[config.mk]
export PLATFORM = sky130hd
export DESIGN_NAME = dac_tx_channel_flat
export DESIGN_NICKNAME = d
export VERILOG_FILES = /design/src/rtl/dac_tx_channel_if.sv /design/src/rtl/dac_tx_channel.sv /design/src/flat_wrapper.sv
export SDC_FILE = /design/constraint.sdc
export NUM_CORES = 1
export LEC_CHECK = 0
export ABC_AREA = 0
export CORE_MARGIN = 2
export CORE_UTILIZATION = 60
export DETAILED_ROUTE_END_ITERATION = 7
export PLACE_DENSITY = 0.88
export SLEW_MARGIN = 25
export SYNTH_ARGS = -nofsm -noshare
export SYNTH_HDL_FRONTEND = slang
export SYNTH_SLANG_ARGS = --single-unit
[constraint.sdc]
create_clock -name clk -period 7.8 [get_ports clk]
set_input_delay 1.56 -clock clk [delete_from_list [all_inputs] [get_ports clk]]
set_output_delay 1.56 -clock clk [all_outputs]
set_load 0.02 [all_outputs]
[src/rtl/dac_tx_channel_if.sv]
// dac_tx_channel_if
//   Bundles the APB register port and the sample stream ports of dac_tx_channel.
//   slave  : the channel (APB completer, sample sink, DAC driver)
//   master : the environment (APB requester, sample source, DAC observer)
//   APB      : psel, penable, pwrite, paddr[31:0], pwdata[31:0] -> prdata[31:0]
//   Samples  : in[7:0], valid_in -> ready_in
//   DAC side : out[7:0], valid_out, underrun
interface dac_tx_channel_if;
    logic              psel;
    logic              penable;
    logic              pwrite;
    logic [31:0]       paddr;
    logic [31:0]       pwdata;
    logic [31:0]       prdata;
    logic signed [7:0] in;
    logic              valid_in;
    logic              ready_in;
    logic signed [7:0] out;
    logic              valid_out;
    logic              underrun;

    modport slave (
        input  psel, penable, pwrite, paddr, pwdata, in, valid_in,
        output prdata, ready_in, out, valid_out, underrun
    );

    modport master (
        output psel, penable, pwrite, paddr, pwdata, in, valid_in,
        input  prdata, ready_in, out, valid_out, underrun
    );
endinterface

[src/rtl/dac_tx_channel.sv]
// dac_tx_channel
//   Transmit sample channel: FIFO-buffers signed 8-bit samples, releases them at a
//   programmable tick rate, applies Q8.8 gain, offset and saturation, and drives the DAC bus.
//   Optional sawtooth tone source is built when DAC_CHANNEL_TONE_EN is defined.
// Ports
//   clk    : clock
//   reset  : synchronous, active-high reset
//   bus    : dac_tx_channel_if.slave (APB registers, sample input, DAC output, underrun)
// Parameters
//   FIFO_DEPTH       : sample FIFO depth (power of 2, 4..256)
//   UNDERRUN_STRETCH : clocks the underrun output stays high after the last underrun
module dac_tx_channel #(
    parameter int FIFO_DEPTH       = 16,
    parameter int UNDERRUN_STRETCH = 10000000
) (
    input logic             clk,
    input logic             reset,
    dac_tx_channel_if.slave bus
);
    localparam int AW = $clog2(FIFO_DEPTH);
    localparam int LW = AW + 1;
    localparam int SW = $clog2(UNDERRUN_STRETCH + 1);
    localparam logic [SW-1:0] STRETCH_LOAD = SW'(UNDERRUN_STRETCH);

    typedef enum logic [1:0] {
        SRC_FIFO   = 2'd0,
        SRC_CONST  = 2'd1,
        SRC_TONE   = 2'd2,
        SRC_CONST2 = 2'd3
    } src_e;

    // ---------------- register interface ----------------
    logic [2:0] reg_sel;
    logic       wr, wr_ctrl, clr_urun, flush;

    assign reg_sel  = bus.paddr[4:2];
    assign wr       = bus.psel && bus.penable && bus.pwrite;
    assign wr_ctrl  = wr && (reg_sel == 3'd0);
    assign clr_urun = wr_ctrl && bus.pwdata[3];
    assign flush    = wr_ctrl && bus.pwdata[4];

    logic               enable_q;
    src_e               src_q;
    logic signed [15:0] gain_q;
    logic signed [7:0]  offset_q;
    logic [7:0]         const_q;
    logic [15:0]        rate_q;

    always_ff @(posedge clk) begin
        if (reset) begin
            enable_q <= 1'b0;
            src_q    <= SRC_FIFO;
            gain_q   <= 16'sh0100;
            offset_q <= '0;
            const_q  <= '0;
            rate_q   <= '0;
        end else if (wr) begin
            case (reg_sel)
                3'd0: begin
                    enable_q <= bus.pwdata[0];
                    src_q    <= src_e'(bus.pwdata[2:1]);
                end
                3'd1:    gain_q   <= bus.pwdata[15:0];
                3'd2:    offset_q <= bus.pwdata[7:0];
                3'd3:    const_q  <= bus.pwdata[7:0];
                3'd4:    rate_q   <= bus.pwdata[15:0];
                default: ;
            endcase
        end
    end

    // ---------------- tick generator ----------------
    logic [15:0] tick_cnt_q, tick_cnt_d;
    logic        tick;

    assign tick = enable_q && (tick_cnt_q == 16'd0);

    always_comb begin
        tick_cnt_d = tick_cnt_q - 16'd1;
        if (!enable_q) tick_cnt_d = '0;
        else if (tick) tick_cnt_d = rate_q;
    end

    always_ff @(posedge clk) begin
        if (reset) tick_cnt_q <= '0;
        else       tick_cnt_q <= tick_cnt_d;
    end

    // ---------------- sample FIFO ----------------
    logic [7:0]    mem_q [FIFO_DEPTH];
    logic [AW-1:0] wr_ptr_q, rd_ptr_q;
    logic [LW-1:0] level_q, level_d;
    logic          full_q, empty_q;
    logic          fifo_tick, push, pop, urun;

    assign fifo_tick = tick && (src_q == SRC_FIFO);
    // full/empty are registered, so push/pop never need to look at same-cycle traffic
    assign push      = bus.valid_in && !full_q && !flush;
    assign pop       = fifo_tick && !empty_q;
    assign urun      = fifo_tick && empty_q;

    always_comb begin
        level_d = level_q;
        case ({push, pop})
            2'b10:   level_d = level_q + LW'(1);
            2'b01:   level_d = level_q - LW'(1);
            default: ;
        endcase
        if (flush) level_d = '0;
    end

    always_ff @(posedge clk) begin
        if (push) mem_q[wr_ptr_q] <= bus.in;
    end

    always_ff @(posedge clk) begin
        if (reset || flush) begin
            wr_ptr_q <= '0;
            rd_ptr_q <= '0;
        end else begin
            if (push) wr_ptr_q <= wr_ptr_q + AW'(1);
            if (pop)  rd_ptr_q <= rd_ptr_q + AW'(1);
        end
    end

    always_ff @(posedge clk) begin
        if (reset) begin
            level_q <= '0;
            full_q  <= 1'b0;
            empty_q <= 1'b1;
        end else begin
            level_q <= level_d;
            full_q  <= (level_d == LW'(FIFO_DEPTH));
            empty_q <= (level_d == '0);
        end
    end

    // ---------------- tone source ----------------
    logic [7:0]  tone_raw;
    logic [15:0] tone_step_rd;

`ifdef DAC_CHANNEL_TONE_EN
    logic [15:0] tone_step_q, phase_q, phase_d;

    always_comb begin
        phase_d = phase_q;
        // restart the sawtooth whenever the channel is switched on
        if (wr_ctrl && bus.pwdata[0] && !enable_q) phase_d = '0;
        else if (tick && (src_q == SRC_TONE))      phase_d = phase_q + tone_step_q;
    end

    always_ff @(posedge clk) begin
        if (reset) begin
            phase_q     <= '0;
            tone_step_q <= '0;
        end else begin
            phase_q <= phase_d;
            if (wr && (reg_sel == 3'd7)) tone_step_q <= bus.pwdata[15:0];
        end
    end

    assign tone_raw     = phase_q[15:8];
    assign tone_step_rd = tone_step_q;
`else
    assign tone_raw     = '0;
    assign tone_step_rd = '0;
`endif

    // ---------------- datapath S0 / S1 / S2 ----------------
    logic signed [7:0]  raw_q, raw_d;
    logic signed [23:0] prod;
    logic signed [16:0] sum, s_q;
    logic signed [7:0]  out_q, clamp;
    logic [2:0]         vld_q;

    always_comb begin
        raw_d = raw_q;
        case (src_q)
            SRC_FIFO: if (!empty_q) raw_d = mem_q[rd_ptr_q];  // underrun repeats last raw
            SRC_TONE: raw_d = tone_raw;
            default:  raw_d = const_q;
        endcase
    end

    assign prod = $signed({{16{raw_q[7]}}, raw_q}) * $signed({{8{gain_q[15]}}, gain_q});
    assign sum  = $signed({prod[23], prod[23:8]}) + $signed({{9{offset_q[7]}}, offset_q});

    always_comb begin
        clamp = s_q[7:0];
        if (!s_q[16] && (s_q[15:7] != 9'h000))     clamp = 8'sh7F;
        else if (s_q[16] && (s_q[15:7] != 9'h1FF)) clamp = 8'sh80;
    end

    always_ff @(posedge clk) begin
        if (reset) begin
            raw_q <= '0;
            s_q   <= '0;
            out_q <= '0;
            vld_q <= '0;
        end else begin
            vld_q <= {vld_q[1:0], tick};
            if (tick)     raw_q <= raw_d;
            if (vld_q[0]) s_q   <= sum;
            if (vld_q[1]) out_q <= clamp;
        end
    end

    // ---------------- underrun tracking ----------------
    logic          sticky_q;
    logic [31:0]   urun_cnt_q;
    logic [SW-1:0] stretch_q;

    always_ff @(posedge clk) begin
        if (reset) begin
            sticky_q   <= 1'b0;
            urun_cnt_q <= '0;
            stretch_q  <= '0;
        end else begin
            // a new underrun beats a coincident clear
            if (urun) begin
                sticky_q   <= 1'b1;
                urun_cnt_q <= clr_urun ? 32'd1
                            : (urun_cnt_q == 32'hFFFF_FFFF) ? urun_cnt_q : urun_cnt_q + 32'd1;
                stretch_q  <= STRETCH_LOAD;
            end else begin
                if (clr_urun) begin
                    sticky_q   <= 1'b0;
                    urun_cnt_q <= '0;
                end
                if (stretch_q != '0) stretch_q <= stretch_q - SW'(1);
            end
        end
    end

    // ---------------- outputs ----------------
    logic [31:0] status;

    always_comb begin
        status       = '0;
        status[0]    = sticky_q;
        status[1]    = empty_q;
        status[2]    = full_q;
        status[16:8] = 9'(level_q);
    end

    always_comb begin
        bus.prdata = '0;
        case (reg_sel)
            3'd0: bus.prdata = {29'b0, src_q, enable_q};
            3'd1: bus.prdata = {16'b0, gain_q};
            3'd2: bus.prdata = {24'b0, offset_q};
            3'd3: bus.prdata = {24'b0, const_q};
            3'd4: bus.prdata = {16'b0, rate_q};
            3'd5: bus.prdata = status;
            3'd6: bus.prdata = urun_cnt_q;
            3'd7: bus.prdata = {16'b0, tone_step_rd};
            default: ;
        endcase
    end

    assign bus.ready_in  = !full_q;
    assign bus.out       = out_q;
    assign bus.valid_out = vld_q[2];
    assign bus.underrun  = (stretch_q != '0);

    logic unused_bits;
    assign unused_bits = ^{bus.paddr[31:5], bus.paddr[1:0], bus.pwdata[31:16]};
endmodule
[src/flat_wrapper.sv]
// flat-port wrapper written by rule: the top's interface ports become plain ports
module dac_tx_channel_flat 
#(
    parameter int FIFO_DEPTH       = 16,
    parameter int UNDERRUN_STRETCH = 10000000
)
  (clk, reset, bus_psel, bus_penable, bus_pwrite, bus_paddr, bus_pwdata, bus_in, bus_valid_in, bus_prdata, bus_ready_in, bus_out, bus_valid_out, bus_underrun);
  dac_tx_channel_if bus_i ();
  input logic clk;
  input logic reset;
  input wire logic [$bits(bus_i.psel)-1:0] bus_psel;
  input wire logic [$bits(bus_i.penable)-1:0] bus_penable;
  input wire logic [$bits(bus_i.pwrite)-1:0] bus_pwrite;
  input wire logic [$bits(bus_i.paddr)-1:0] bus_paddr;
  input wire logic [$bits(bus_i.pwdata)-1:0] bus_pwdata;
  input wire logic [$bits(bus_i.in)-1:0] bus_in;
  input wire logic [$bits(bus_i.valid_in)-1:0] bus_valid_in;
  output wire logic [$bits(bus_i.prdata)-1:0] bus_prdata;
  output wire logic [$bits(bus_i.ready_in)-1:0] bus_ready_in;
  output wire logic [$bits(bus_i.out)-1:0] bus_out;
  output wire logic [$bits(bus_i.valid_out)-1:0] bus_valid_out;
  output wire logic [$bits(bus_i.underrun)-1:0] bus_underrun;
  assign bus_i.psel = bus_psel;
  assign bus_i.penable = bus_penable;
  assign bus_i.pwrite = bus_pwrite;
  assign bus_i.paddr = bus_paddr;
  assign bus_i.pwdata = bus_pwdata;
  assign bus_i.in = bus_in;
  assign bus_i.valid_in = bus_valid_in;
  assign bus_prdata = bus_i.prdata;
  assign bus_ready_in = bus_i.ready_in;
  assign bus_out = bus_i.out;
  assign bus_valid_out = bus_i.valid_out;
  assign bus_underrun = bus_i.underrun;
  dac_tx_channel #(.FIFO_DEPTH(FIFO_DEPTH), .UNDERRUN_STRETCH(UNDERRUN_STRETCH)) u_core (.clk(clk), .reset(reset), .bus(bus_i));
endmodule
==> summary.md <==
| Metric | Value |
|---|---|
| Fin Setup TNS | `0 ps` |
| Leakage | `7.98 nW` |
| Layout cells sized above 1 | `7.02%` |
| Total Power | `3.80 mW` |
| Via-to-Cell Ratio | `6.28` |
| Synth async-reset ratio | `0%` |
| Register area share after synthesis | `40.3%` |
| CTS tree | `done` |
| DP Area | `0.0194 mm^2` |
| Syn Area/Cell | `10.2 um^2` |
| Initial detailed-routing violation count | `1416` |
| Setup violators final | `0` |
| Filler cells | `2121` |
| Vias | `14100` |
| DR WL/cell | `20.7 um` |
| Cell Area, Synth | `0.0184 mm^2` |
| DRT Pass-1 Iters | `6` |
| # diodes | `0` |
| Routed WL | `46.5 mm` |
| Largest net degree at the start of global routing | `98` |
| Critical path peak fanout | `13` |
| Pwr/cell area | `186 mW/mm^2` |
| # resized after CTS | `0` |
| Min-delay worst type | `flop to flop` |
| Critical setup path kind | `flop to flop` |
| Syn_nets | `2053` |
| Die width | `179 um` |
| Cts bufs inserted | `31` |
| Cells after Synth | `1800` |
| Final non-filler cell area | `0.0204 mm^2` |
| Hold_buf cts | `0` |
| Global-route wire length before repair | `73.0 mm` |
| Vias in the first global route | `13800` |
| # rows | `64` |
| Max Fclk | `153 MHz` |
| CTS Buffer Depth | `3` |
| Die height | `179 um` |
| Htree depth | `1` |
| Hold_ws | `469 ps` |
| Worst VDD drop | `199 uV` |
| GRT overflow | `0` |
| Initial antenna violation count | `1` |
| Area growth, synth to finish | `10.8%` |
| Die area | `0.0321 mm^2` |
| Ports | `121` |
| Post-synth EDFFs | `128` |
| Final Max Tran Viols | `0` |
| PortBufs | `75` |
| Ys Warns | `0` |
| Max_cap viols | `0` |
| Final net count | `2084` |
| Critical path capture point type | `flop` |
| Final Hold Vio Count | `0` |
| Core area | `0.0304 mm^2` |
| Slew headroom | `29.5%` |
| Setup Fix Bufs, Post-CTS | `0` |
| R2R Setup Slk | `1250 ps` |
| Total GRT Usage | `29.0%` |
| Final cell utilization of the core | `67.0%` |
| CP Data Arrival Time | `7000 ps` |
| CTS Root Cell | `clkbuf_16` |
| Clock Sinks | `307` |
| Worst Setup Start Kind | `flop` |
| Min cycle time layout | `6550 ps` |
| Initial Util | `60.5%` |
| Worst EP required | `8260 ps` |
| DRC errors left | `0` |
| Status | `finished clean` |
| Predominant post-synthesis flop cell | `dfxtp_1` |
| Final GP Congestion | `0.894` |
| Tcrit/Tclk final | `83.9%` |
| Dpl ws | `1400 ps` |
| Distinct cells, synth | `79` |
| Clock Latency Late Sink | `550 ps` |
| Clk_skew | `17.2 ps` |
| Synthesized flop and latch total | `307` |
| Dpl cells | `2194` |
| HPWL after DPL | `31.5 mm` |
| Non-Filler Instances | `2249` |
| Worst-Margin Slew | `1060 ps` |
| Worst Slack Setup Final | `1250 ps` |
| Clock-pin slew on the worst setup and hold paths | `60 ps` |
| Post-route ant nets | `0` |
| RSZ-0062 raised after global routing | `no` |
[sequential cells by signal (all words and copies together) (netlist names), named ones only]
register,cells
u_core.urun_cnt_q,32
u_core.src_q,2
u_core.raw_q,8
u_core.mem_q,128
u_core.full_q,1
u_core.sticky_q,1
u_core.const_q,8
u_core.wr_ptr_q,4
u_core.vld_q,3
u_core.s_q,17
u_core.gain_q,16
u_core.stretch_q,24
u_core.level_q,5
u_core.tick_cnt_q,16
u_core.rate_q,16
u_core.enable_q,1
u_core.offset_q,8
u_core.bus.out,8
u_core.rd_ptr_q,4
u_core.empty_q,1
[cells by family after synthesis]
| kind of cell | count (synthesis) | synth area share, % |
|---|---|---|
| xor gates and xnor gates | 72 | 3.43 |
| adders and majority gates | 175 | 16.1 |
| and+or+nand+nor | 620 | 17.4 |
| buffers and inverters | 243 | 5.08 |
| AOI/OAI and AO/OA | 286 | 9.60 |
| DFF | 307 | 40.3 |
| muxes | 97 | 8.03 |
[area by class of cell]
class,count,area (um^2),share of cell area (%)
clock inverter,16,143,0.700
inverter,156,586,2.87
sequential,307,7430,36.4
tap,396,495,2.43
multi-input combinational,1250,10100,49.5
timing repair buffer,85,818,4.01
clock buffer,39,826,4.05
[layout by cell type (no fill, tap or decap), drive strengths merged, types with 9 or more instances in the layout]
| cell | instances |
|---|---|
| o22ai | 12 |
| inv | 157 |
| xnor2 | 38 |
| o21ai | 47 |
| clkbuf | 39 |
| mux2i | 51 |
| a21o | 9 |
| and3 | 23 |
| and2 | 92 |
| a211oi | 26 |
| nor3 | 34 |
| or4 | 16 |
| a21oi | 118 |
| xor2 | 34 |
| a22oi | 13 |
| nand2b | 25 |
| clkdlybuf4s50 | 73 |
| dfxtp | 179 |
| clkinv | 11 |
| mux4 | 40 |
| fa | 103 |
| nand2 | 148 |
| nor4 | 15 |
| o31ai | 12 |
| edfxtp | 128 |
| nand4 | 17 |
| buf | 12 |
| ha | 72 |
| nand3 | 32 |
| nor2 | 149 |
| or3 | 27 |
[critical path, stage by stage (launching register included)]
cell	delay, ps
dfxtp_1	500
inv_1	300
nor2_1	240
fa_1	450
fa_1	520
fa_1	540
inv_1	60
fa_1	540
inv_1	40
ha_1	300
o21ai_0	140
nor3b_1	380
nor2_1	90
xnor2_1	350
ha_1	370
a211oi_1	360
o21ai_0	210
a221oi_1	460
a21oi_1	200
xnor2_1	160
a211oi_1	230
[path summary, 6_finish.rpt]
| path | startpoint | to | cells after the start |
|---|---|---|---|
| max reg2reg | u_core.raw_q[7] | u_core.s_q[14] | 20 |
| min reg2reg | u_core.bus.out[3] | u_core.bus.out[3] | 2 |
| min | u_core.bus.out[3] | u_core.bus.out[3] | 2 |
| max | u_core.raw_q[7] | u_core.s_q[14] | 20 |
[power by group]
group,switching [mW],internal [mW]
logic,0.342,0.221
registers,0.0635,1.74
clock network,0.620,0.814
total,1.03,2.78
[layer usage]
layer / GRT usage [%] / wire, um
met3: 4.45 / 3940
met4: 11.9 / 2130
met2: 48.7 / 22600
met5: 0 / 10
met1: 37.8 / 17800
[Yosys cell counts (12+ instances only)]
cell	count	area, um^2
xnor2_1	38	333
dfxtp_1	179	3580
inv_1	155	582
nor2_1	149	559
or4_1	16	120
o31ai_1	12	90.1
nand2b_1	25	156
o22ai_1	12	75.1
and3_1	23	144
or3_1	27	169
fa_1	103	2060
nand4_1	17	106
nand3_1	32	160
nand2_1	148	556
nor3_1	31	155
a21oi_1	116	581
ha_1	72	901
clkbuf_1	65	244
xor2_1	34	298
a211oi_1	26	195
edfxtp_1	128	3840
and2_1	91	569
o21ai_0	46	230
mux4_2	40	901
a22oi_1	13	97.6
mux2i_1	51	510
(Power assumes the default switching activity.)
